### src/rtl/btn_conditioner_pkg.sv
// Shared types and constants for the push-button conditioner: FSM state encoding,
// button indices and the counter sizing helper.
package btn_pkg;

  typedef enum logic [2:0] {
    IDLE,
    PRESS_CHK,
    HELD,
    REPEAT,
    RELEASE_CHK
  } btn_state_t;

  localparam int NUM_BTNS  = 4;
  localparam int BTN_UP    = 0;
  localparam int BTN_DOWN  = 1;
  localparam int BTN_LEFT  = 2;
  localparam int BTN_RIGHT = 3;

  // One counter width serves all three timing phases, so size it for the longest.
  function automatic int cnt_width(input int a, input int b, input int c);
    int m;
    m = a;
    if (b > m) m = b;
    if (c > m) m = c;
    return $clog2(m);
  endfunction

endpackage

### src/rtl/btn_conditioner_if.sv
// Raw key levels in, conditioned move pulses out; the conditioner uses the slave side.
interface btn_conditioner_if;
  logic Key_Up;
  logic Key_Down;
  logic Key_Left;
  logic Key_Right;
  logic Btn_Up;
  logic Btn_Down;
  logic Btn_Left;
  logic Btn_Right;

  modport master (
    output Key_Up, Key_Down, Key_Left, Key_Right,
    input  Btn_Up, Btn_Down, Btn_Left, Btn_Right
  );

  modport slave (
    input  Key_Up, Key_Down, Key_Left, Key_Right,
    output Btn_Up, Btn_Down, Btn_Left, Btn_Right
  );
endinterface

### src/rtl/btn_conditioner_debouncer.sv
// One button: 2-flop synchroniser, debounce/auto-repeat FSM and its counter.
// req is a combinational one-cycle request; the top registers it into Btn_*.
module btn_debouncer
  import btn_pkg::*;
#(
  parameter int DEBOUNCE_CYCLES     = 500000,
  parameter int REPEAT_DELAY_CYCLES = 25000000,
  parameter int REPEAT_RATE_CYCLES  = 10000000
) (
  input  logic Clk,
  input  logic Rst,
  input  logic p,
  output logic req
);

  localparam int CNT_W = cnt_width(DEBOUNCE_CYCLES, REPEAT_DELAY_CYCLES, REPEAT_RATE_CYCLES);
  localparam bit REPEAT_EN = (REPEAT_DELAY_CYCLES != 0);
  localparam logic [CNT_W-1:0] DEB_LAST  = CNT_W'(DEBOUNCE_CYCLES - 1);
  localparam logic [CNT_W-1:0] DLY_LAST  = REPEAT_EN ? CNT_W'(REPEAT_DELAY_CYCLES - 1) : '0;
  localparam logic [CNT_W-1:0] RATE_LAST = CNT_W'(REPEAT_RATE_CYCLES - 1);
  localparam logic [CNT_W-1:0] CNT_MAX   = '1;
  localparam logic [CNT_W-1:0] CNT_ONE   = CNT_W'(1);

  logic             sync_p0;
  logic             sync_p1;
  logic             s;
  btn_state_t       state;
  logic [CNT_W-1:0] cnt;

  // Synchroniser stage: reset to the released level so a held key is seen as a new press.
  always_ff @(posedge Clk or posedge Rst) begin
    if (Rst) begin
      sync_p0 <= 1'b0;
      sync_p1 <= 1'b0;
    end else begin
      sync_p0 <= p;
      sync_p1 <= sync_p0;
    end
  end

  assign s = sync_p1;

  always_ff @(posedge Clk or posedge Rst) begin
    if (Rst) begin
      state <= IDLE;
      cnt   <= '0;
    end else begin
      case (state)
        IDLE: begin
          cnt <= '0;
          if (s) state <= PRESS_CHK;
        end
        PRESS_CHK: begin
          if (!s) begin
            state <= IDLE;
          end else if (cnt == DEB_LAST) begin
            state <= HELD;
            cnt   <= '0;
          end else begin
            cnt <= cnt + CNT_ONE;
          end
        end
        HELD: begin
          if (!s) begin
            state <= RELEASE_CHK;
            cnt   <= '0;
          end else if (REPEAT_EN && cnt == DLY_LAST) begin
            state <= REPEAT;
            cnt   <= '0;
          end else if (cnt != CNT_MAX) begin
            cnt <= cnt + CNT_ONE;
          end
        end
        REPEAT: begin
          if (!s) begin
            state <= RELEASE_CHK;
            cnt   <= '0;
          end else if (cnt == RATE_LAST) begin
            cnt <= '0;
          end else begin
            cnt <= cnt + CNT_ONE;
          end
        end
        RELEASE_CHK: begin
          // A bounce back to pressed resumes the hold without issuing a new move.
          if (s) begin
            state <= HELD;
            cnt   <= '0;
          end else if (cnt == DEB_LAST) begin
            state <= IDLE;
          end else begin
            cnt <= cnt + CNT_ONE;
          end
        end
        default: begin
          state <= IDLE;
          cnt   <= '0;
        end
      endcase
    end
  end

  always_comb begin
    req = 1'b0;
    case (state)
      PRESS_CHK: req = s && (cnt == DEB_LAST);
      HELD:      req = s && REPEAT_EN && (cnt == DLY_LAST);
      REPEAT:    req = s && (cnt == RATE_LAST);
      default:   req = 1'b0;
    endcase
  end

endmodule

### src/rtl/btn_conditioner.sv
// Four-button front end: polarity fix-up, per-button debounce/repeat, and a
// fixed-priority registered output that emits at most one move pulse per cycle.
module btn_conditioner
  import btn_pkg::*;
#(
  parameter int DEBOUNCE_CYCLES     = 500000,
  parameter int REPEAT_DELAY_CYCLES = 25000000,
  parameter int REPEAT_RATE_CYCLES  = 10000000,
  parameter int ACTIVE_LOW          = 1
) (
  input  logic               Clk,
  input  logic               Rst,
  btn_conditioner_if.slave   bus
);

  localparam logic POL = (ACTIVE_LOW != 0);

  logic [NUM_BTNS-1:0] key_raw;
  logic [NUM_BTNS-1:0] p;
  logic [NUM_BTNS-1:0] req;
  logic [NUM_BTNS-1:0] btn_p0;

  // Lowest index wins: Up > Down > Left > Right; losers are dropped.
  function automatic logic [NUM_BTNS-1:0] pick_one(input logic [NUM_BTNS-1:0] r);
    return r & (~r + NUM_BTNS'(1));
  endfunction

  assign key_raw[BTN_UP]    = bus.Key_Up;
  assign key_raw[BTN_DOWN]  = bus.Key_Down;
  assign key_raw[BTN_LEFT]  = bus.Key_Left;
  assign key_raw[BTN_RIGHT] = bus.Key_Right;

  assign p = key_raw ^ {NUM_BTNS{POL}};

  for (genvar i = 0; i < NUM_BTNS; i++) begin : g_btn
    btn_debouncer #(
      .DEBOUNCE_CYCLES     (DEBOUNCE_CYCLES),
      .REPEAT_DELAY_CYCLES (REPEAT_DELAY_CYCLES),
      .REPEAT_RATE_CYCLES  (REPEAT_RATE_CYCLES)
    ) u_deb (
      .Clk (Clk),
      .Rst (Rst),
      .p   (p[i]),
      .req (req[i])
    );
  end

  // Output register stage.
  always_ff @(posedge Clk or posedge Rst) begin
    if (Rst) btn_p0 <= '0;
    else     btn_p0 <= pick_one(req);
  end

  assign bus.Btn_Up    = btn_p0[BTN_UP];
  assign bus.Btn_Down  = btn_p0[BTN_DOWN];
  assign bus.Btn_Left  = btn_p0[BTN_LEFT];
  assign bus.Btn_Right = btn_p0[BTN_RIGHT];

endmodule

### src/flat_wrapper.sv
// flat-port wrapper written by rule: the top's interface ports become plain ports
module btn_conditioner_flat import btn_pkg::*;
#(
  parameter int DEBOUNCE_CYCLES     = 500000,
  parameter int REPEAT_DELAY_CYCLES = 25000000,
  parameter int REPEAT_RATE_CYCLES  = 10000000,
  parameter int ACTIVE_LOW          = 1
)
  (Clk, Rst, bus_Key_Up, bus_Key_Down, bus_Key_Left, bus_Key_Right, bus_Btn_Up, bus_Btn_Down, bus_Btn_Left, bus_Btn_Right);
  btn_conditioner_if bus_i ();
  input  logic Clk;
  input  logic Rst;
  input wire logic [$bits(bus_i.Key_Up)-1:0] bus_Key_Up;
  input wire logic [$bits(bus_i.Key_Down)-1:0] bus_Key_Down;
  input wire logic [$bits(bus_i.Key_Left)-1:0] bus_Key_Left;
  input wire logic [$bits(bus_i.Key_Right)-1:0] bus_Key_Right;
  output wire logic [$bits(bus_i.Btn_Up)-1:0] bus_Btn_Up;
  output wire logic [$bits(bus_i.Btn_Down)-1:0] bus_Btn_Down;
  output wire logic [$bits(bus_i.Btn_Left)-1:0] bus_Btn_Left;
  output wire logic [$bits(bus_i.Btn_Right)-1:0] bus_Btn_Right;
  assign bus_i.Key_Up = bus_Key_Up;
  assign bus_i.Key_Down = bus_Key_Down;
  assign bus_i.Key_Left = bus_Key_Left;
  assign bus_i.Key_Right = bus_Key_Right;
  assign bus_Btn_Up = bus_i.Btn_Up;
  assign bus_Btn_Down = bus_i.Btn_Down;
  assign bus_Btn_Left = bus_i.Btn_Left;
  assign bus_Btn_Right = bus_i.Btn_Right;
  btn_conditioner #(.DEBOUNCE_CYCLES(DEBOUNCE_CYCLES), .REPEAT_DELAY_CYCLES(REPEAT_DELAY_CYCLES), .REPEAT_RATE_CYCLES(REPEAT_RATE_CYCLES), .ACTIVE_LOW(ACTIVE_LOW)) u_core (.Clk(Clk), .Rst(Rst), .bus(bus_i));
endmodule
### config.mk
export PLATFORM = sky130hd
export DESIGN_NAME = btn_conditioner_flat
export DESIGN_NICKNAME = d
export VERILOG_FILES = /design/src/rtl/btn_conditioner_pkg.sv /design/src/rtl/btn_conditioner_if.sv /design/src/rtl/btn_conditioner_debouncer.sv /design/src/rtl/btn_conditioner.sv /design/src/flat_wrapper.sv
export SDC_FILE = /design/constraint.sdc
export NUM_CORES = 1
export LEC_CHECK = 0
export ABC_CLOCK_PERIOD_IN_PS = 4400
export CAP_MARGIN = 15
export CORE_MARGIN = 8
export CORE_UTILIZATION = 25
export DETAILED_ROUTE_END_ITERATION = 10
export PLACE_DENSITY = 0.48
export SLEW_MARGIN = 20
export SYNTH_ARGS = -nofsm -noshare
export SYNTH_HDL_FRONTEND = slang
export SYNTH_SLANG_ARGS = --single-unit
### constraint.sdc
create_clock -name Clk -period 4.4 [get_ports Clk]
set_clock_uncertainty 0.15 [all_clocks]
set_input_delay 0.88 -clock Clk [delete_from_list [all_inputs] [get_ports Clk]]
set_output_delay 0.88 -clock Clk [all_outputs]
set_load 0.01 [all_outputs]
# Yosys cells after proc, flatten, opt, wreduce, memory -nomap -nowiden
# Index checks and enable logic that the tools add are counted.
[totals] ff_bits=124 memories=0 latchBits=0 romBits=0 ramBits=0 wordCells=193
[op_classes] div_mod_pow=0 bitwise=3 mul=0 mux=80 n_lt_le_gt_ge=0 addsub=5 n_eq_ne=64 shifts=0 n_reduce_logical=24
[op_table] operator="$mux 25" count=36
[op_table] operator="$pmux 25 s4" count=4
[op_table] operator="$add 25x1->25 const B" count=4
[op_table] operator="$eq 25x19->1 const B" count=4
[op_table] operator="$eq 25x24->1 const B" count=4
[op_table] operator="$eq 25x25->1 const B" count=4
[op_table] operator="$ne 25x25->1 const B" count=4
[op_table] operator="$mux 3" count=32
[op_table] operator="$pmux 3 s5" count=4
[op_table] operator="$ne 3x3->1 const B" count=16
[op_table] operator="$eq 3x2->1 const B" count=8
[op_table] operator="$ne 2x2->1 const B" count=12
[op_table] operator="$reduce_and 5->1" count=4
[op_table] operator="$ne 4x4->1 const B" count=4
[op_table] operator="$eq 3x1->1 const B" count=4
[op_table] operator="$eq 3x3->1 const B" count=4
[op_table] operator="$logic_and 1x1->1" count=12
[op_table] operator="$logic_not 3->1" count=4
[op_table] operator="$pmux 1 s3" count=4
[op_table] operator="$reduce_and 3->1" count=4
[op_table] operator="$not 4->4" count=2
[op_table] operator="$add 4x1->4 const B" count=1
[op_table] operator="$and 4x4->4" count=1

# Logic depth before layout (Yosys ltp)
[depth] depth_word=6 depth_mapped=11

# Modules after synthesis
# Synthesis repeated with hierarchy kept, for this count alone.
[unflattened] cells_unflattened=872 hier_area_um2=7997.7
[by_module_without_submodules] module="btn_debouncer at u_core.g_btn[0].u_deb ..." n_inst=2 area_each_um2=1991.9 cells_per_inst=218
[by_module_without_submodules] module="btn_debouncer at u_core.g_btn[2].u_deb" n_inst=1 area_each_um2=1934.4 cells_per_inst=211
[by_module_without_submodules] module="btn_debouncer at u_core.g_btn[3].u_deb" n_inst=1 area_each_um2=1931.9 cells_per_inst=213
[by_module_without_submodules] module="btn_conditioner" n_inst=1 area_each_um2=147.6 cells_per_inst=12

# Least setup slack after synthesis
# OpenSTA, ideal clock, no wires.
[synth_timing] path_kind="reg2reg" from="register u_core.g_btn[3].u_deb.cnt[8]" to="register u_core.g_btn[3].u_deb.cnt[13]" path_slack_ns=1.432 setup_ns=0.138 stages_incl_launch_ff=11 n_path_buf=3 period_less_slack_ns=2.968 t_arrival_ns=2.681 t_required_ns=4.112 cell_sequence="dfrtp_1 > or2_2 > or4_1 > or4_1 > and3b_1 > or3_1 > buf_2 > nand2b_1 > buf_4 > buf_6 > o221ai_1"
[synth_via] elab_chain_cells=5 word_cells_on_any_way=18 cone_classes="add/sub (1); eq/ne (6); mux (10); reduce/logical (1)"
[synth_lines] element="start, declared" line="btn_conditioner_debouncer.sv:28" source="logic [CNT_W-1:0] cnt;"
[synth_lines] element="start signal, assigned" line="btn_conditioner_debouncer.sv:60" source="cnt <= cnt + CNT_ONE;"
[synth_lines] element="start signal, assigned" line="btn_conditioner_debouncer.sv:71" source="cnt <= cnt + CNT_ONE;"
[synth_lines] element="start signal, assigned" line="btn_conditioner_debouncer.sv:81" source="cnt <= cnt + CNT_ONE;"
[synth_lines] element="$add 25x1->25"
[synth_lines] element="$mux 25" line="btn_conditioner_debouncer.sv:70" source="end else if (cnt != CNT_MAX) begin"
[synth_lines] element="$mux 25" line="btn_conditioner_debouncer.sv:67" source="end else if (REPEAT_EN && cnt == DLY_LAST) begin"
[synth_lines] element="$mux 25" line="btn_conditioner_debouncer.sv:64" source="if (!s) begin"
[synth_lines] element="$pmux 25 s4" line="btn_conditioner_debouncer.sv:48" source="case (state)"
# Parallel ways exist; a longest one is shown, timed or not. The select of a mux whose other input is x is not followed.
# A chain may end at the register's enable or synchronous reset.

# Final worst setup path
[layout_timing] from="register u_core.g_btn[3].u_deb.cnt[16]" to="register u_core.g_btn[3].u_deb.cnt[5]"
[layout_via] elab_chain_cells=4 word_cells_on_any_way=14 cone_classes="eq/ne (6); mux (7); reduce/logical (1)"
[layout_lines] element="$eq 25x24->1 (tied with other cells)" line="btn_conditioner_debouncer.sv:78" source="end else if (cnt == RATE_LAST) begin"
[layout_lines] element="$mux 25, on equally long branches" line="btn_conditioner_debouncer.sv:78, btn_conditioner_debouncer.sv:56, btn_conditioner_debouncer.sv:67"
[layout_lines] element="$mux 25, on equally long branches" line="btn_conditioner_debouncer.sv:75, btn_conditioner_debouncer.sv:54, btn_conditioner_debouncer.sv:64"
[layout_lines] element="$pmux 25 s4" line="btn_conditioner_debouncer.sv:48"
# Parallel ways exist; a longest one is shown, timed or not. The select of a mux whose other input is x is not followed.

==> impl_results.md <==
- Req. time, crit path: around 4.5 ns
- Routed vias: 6850
- Clk sinks: about 120
- Largest net degree at the start of global routing: 74
- Die Wd: about 190 um
- Fmax: between 200 and 300 MHz
- Worst-path clk slew: 0.06 ns
- Worst Path Class, Setup: flop to flop
- DP Wirelength: roughly 13 mm
- Synth Cell Area: between 0.007 and 0.008 mm2
- First-pass GRT wire length: between 30 and 40 mm
- # setup viols final: 0
- Yosys reg bits: around 120
- Core footprint: about 0.03 mm2
- CTS tree: yes
- Cell family with most CP delay: simple AND/OR/NAND/NOR gates
- Crit path largest cell delay: between 0.6 and 0.7 ns
- Final Core Density: between 20% and 30%
- Gr busiest metal: met2
- RePlAce Congestion: a little over 0.8
- Routed vias/inst: roughly 5.4
- FP Rows: 63
- Max H-tree Level: 4
- Antenna violations before repair: 0
- Maximum vdd drop: 0.274 mV
- Final Max Slew Viols: 0
- R2R depth: 7
- Pwr Total: between 0.002 and 0.003 W
- Most frequent cells after synthesis: 124 x dfrtp_1, 99 x nand2_1, 65 x nor2_1, 55 x o21ai_0, 52 x nand3_1
- YS warnings: 0
- Max-cap violations: 0
- WHS Endpoint: u_core.g_btn[0].u_deb.s
- Cells after synthesis: between 800 and 900
- Final ANT Viol Nets: 0
- Die Y: around 190 um
- IO Port Bufs: 9
- Count leader, synth: dfrtp_1
- FF-to-FF End: u_core.g_btn[3].u_deb.cnt[5]
- Hold path cells: 0
- WP buf/inv: 0
- Crit path DAT: 3.76 ns
- RSZ-0062 raised after global routing: no
- Congestion Overflow GR: 0
- Worst-Skew Late Latency: ~0.42 ns
- Drt pass-1 iters: 6
- Crit Path Max Fanout: 17
- Static Leak: between 3 and 4 nW
- Synth Net Count: ~900
- Dpl cell area: roughly 0.0080 mm2
- Worst flop-to-flop path startpoint: u_core.g_btn[3].u_deb.cnt[16]
- Antenna diodes: 0
- DRT iter0 DRCs: roughly 630
- Area grow syn2layout: 14.1%
- CP startpoint: u_core.g_btn[3].u_deb.cnt[16]
- Post-DR wirelength/cell: ~15 um
- Cts repair resizes: 0
- Io pins: 10
- Met3 Usage GRT: under 10%
- Top FF cell, synth: dfrtp_1
- Initial Utilization: 25.4%
- Synth area leader: dfrtp_1
- CP Cell Sequence: nor4bb_1 > nand4_1 > nor4_1 > o22ai_1 > or3_1 > nand2b_1 > o311ai_0
- Yosys cell types: 66
- M2 GR Usage: between 15 and 20%
- EDFF count, synth: 0
- Hold buffers post-CTS: 0
- Async S/R FF share, synth: 100%
- Mapped Avg Cell Area: ~8.5 um2
- Power per standard cell area: around 320 mW/mm2
- Slowest cell on the critical path: nand2b_1
- Post-route cell area: between 0.008 and 0.009 mm2
- Setup crit start kind: flop
- Relative slew slack: between 30% and 40%
- M1 GR Usage: 15.5%
- Hold_sp: u_core.g_btn[0].u_deb.sync_p0
- Top cell type's share of synthesized area: around two fifths
- Hold Fails Final Rpt: 0
- Ranking of synthesized cells by area: dfrtp_1 41%, nand2_1 4.9%, o31ai_1 3.9%
- Root Buffer: clkbuf_16
- Reg2reg setup slack: 0.76 ns
- Total track usage: about 11%
- Tcrit/Tclk final: 82.8%
- Crit path capture type: flop
- Least-Margin Pin Slew: around 0.92 ns
- Min Tclk post-route: roughly 3.6 ns
- Outcome: complete, no violations
- Setup TNS: 0 ns
- Share of cells above drive strength 1: under 10%
- CTS Buf Count: 17
- Final #Nets: slightly below 900
- Residual DRC count: 0
- Clock Tree Buf Depth: 2
- Full die area: 0.0360 mm2
- Total Wirelength: between 15 and 20 mm
- Sequential share of the synthesized area: 41.1%
- Vias in the first global route: 6469
- Post-CTS setup buffer count: 0
- Min-Delay Path Class: flop to flop
## registers in the layout (all words and copies together) (netlist names)
| signal | count |
|---|---|
| u_core.g_btn.u_deb.sync_p0 | 4 |
| u_core.g_btn.u_deb.s | 4 |
| u_core.btn_p0 | 4 |
| u_core.g_btn.u_deb.state | 12 |
| u_core.g_btn.u_deb.cnt | 100 |
## per-stage QoR
step,worst slack (ns),instances,hold WS (ns)
floorplan,0.0708,885,0.181
global placement,0.790,1246,0.189
detailed placement,0.753,1246,0.185
CTS,0.753,1278,0.198
global route,0.447,1278,0.200
finish,0.757,1278,0.198
## area by class of cell
class	instances	area (um2)
fill	3133	21100
multi-input combinational	688	4150
sequential	124	3100
tap	390	488
clock buffer	22	474
timing repair buffer	21	193
clock inverter	10	114
inverter	23	91.3
## where the power goes
part	leakage (nW)	internal, W	switching, W
clock network	0.279	0.000878	0.000535
registers	1.70	0.00116	0.0000259
logic	1.29	0.0000518	0.000102
## logic make-up after synthesis
| kind of cell | after synthesis | synth area share (%) |
|---|---|---|
| flops | 124 | 41.1 |
| buf+inv | 73 | 3.99 |
| mux | 1 | 0.133 |
| fa+ha+maj | 4 | 0.663 |
| simple gates | 445 | 32.1 |
| compound gates | 238 | 22.1 |
## worst reg2reg max path, cell delays in order (launching register included)
cell	delay [ns]
dfrtp_1	0.48
nor4bb_1	0.33
nand4_1	0.17
nor4_1	0.61
o22ai_1	0.30
or3_1	0.59
nand2b_1	0.64
o311ai_0	0.23
## per-layer routing
| metal | share of wire [%] | up-vias |
|---|---|---|
| li1 | - | 3343 |
| met1 | 51 | 3342 |
| met2 | 44 | 131 |
| met3 | 3.3 | 34 |
| met4 | 2.0 | 0 |
| met5 | 0 | - |
## worst max path at each step
stage | endpoint | slack, ns | depth (start not counted)
3_5_place_dp | u_core.g_btn[3].u_deb.cnt[7] | 0.75 | 7
4_1_cts | u_core.g_btn[3].u_deb.cnt[5] | 0.75 | 7
6_report | u_core.g_btn[3].u_deb.cnt[5] | 0.76 | 7
2_1_floorplan | u_core.btn_p0[0] | 0.07 | 1
3_3_place_gp | u_core.g_btn[3].u_deb.cnt[5] | 0.79 | 7
5_1_grt | u_core.g_btn[3].u_deb.cnt[7] | 0.45 | 7
## cells in the final DEF, fill, tap and decap left out, types with 20 or more instances in the layout
cell	synthesis	final
nor4_1	20	20
o31ai_1	39	39
o21ai_0	55	55
a21oi_1	20	20
a22o_1	26	26
nand3_1	52	52
nor3_1	30	30
nor2_1	65	65
dfrtp_1	124	124
nor2b_1	24	24
inv_1	23	22
nand4_1	36	36
nand2_1	99	99
Power figures use the tool's default switching activity.
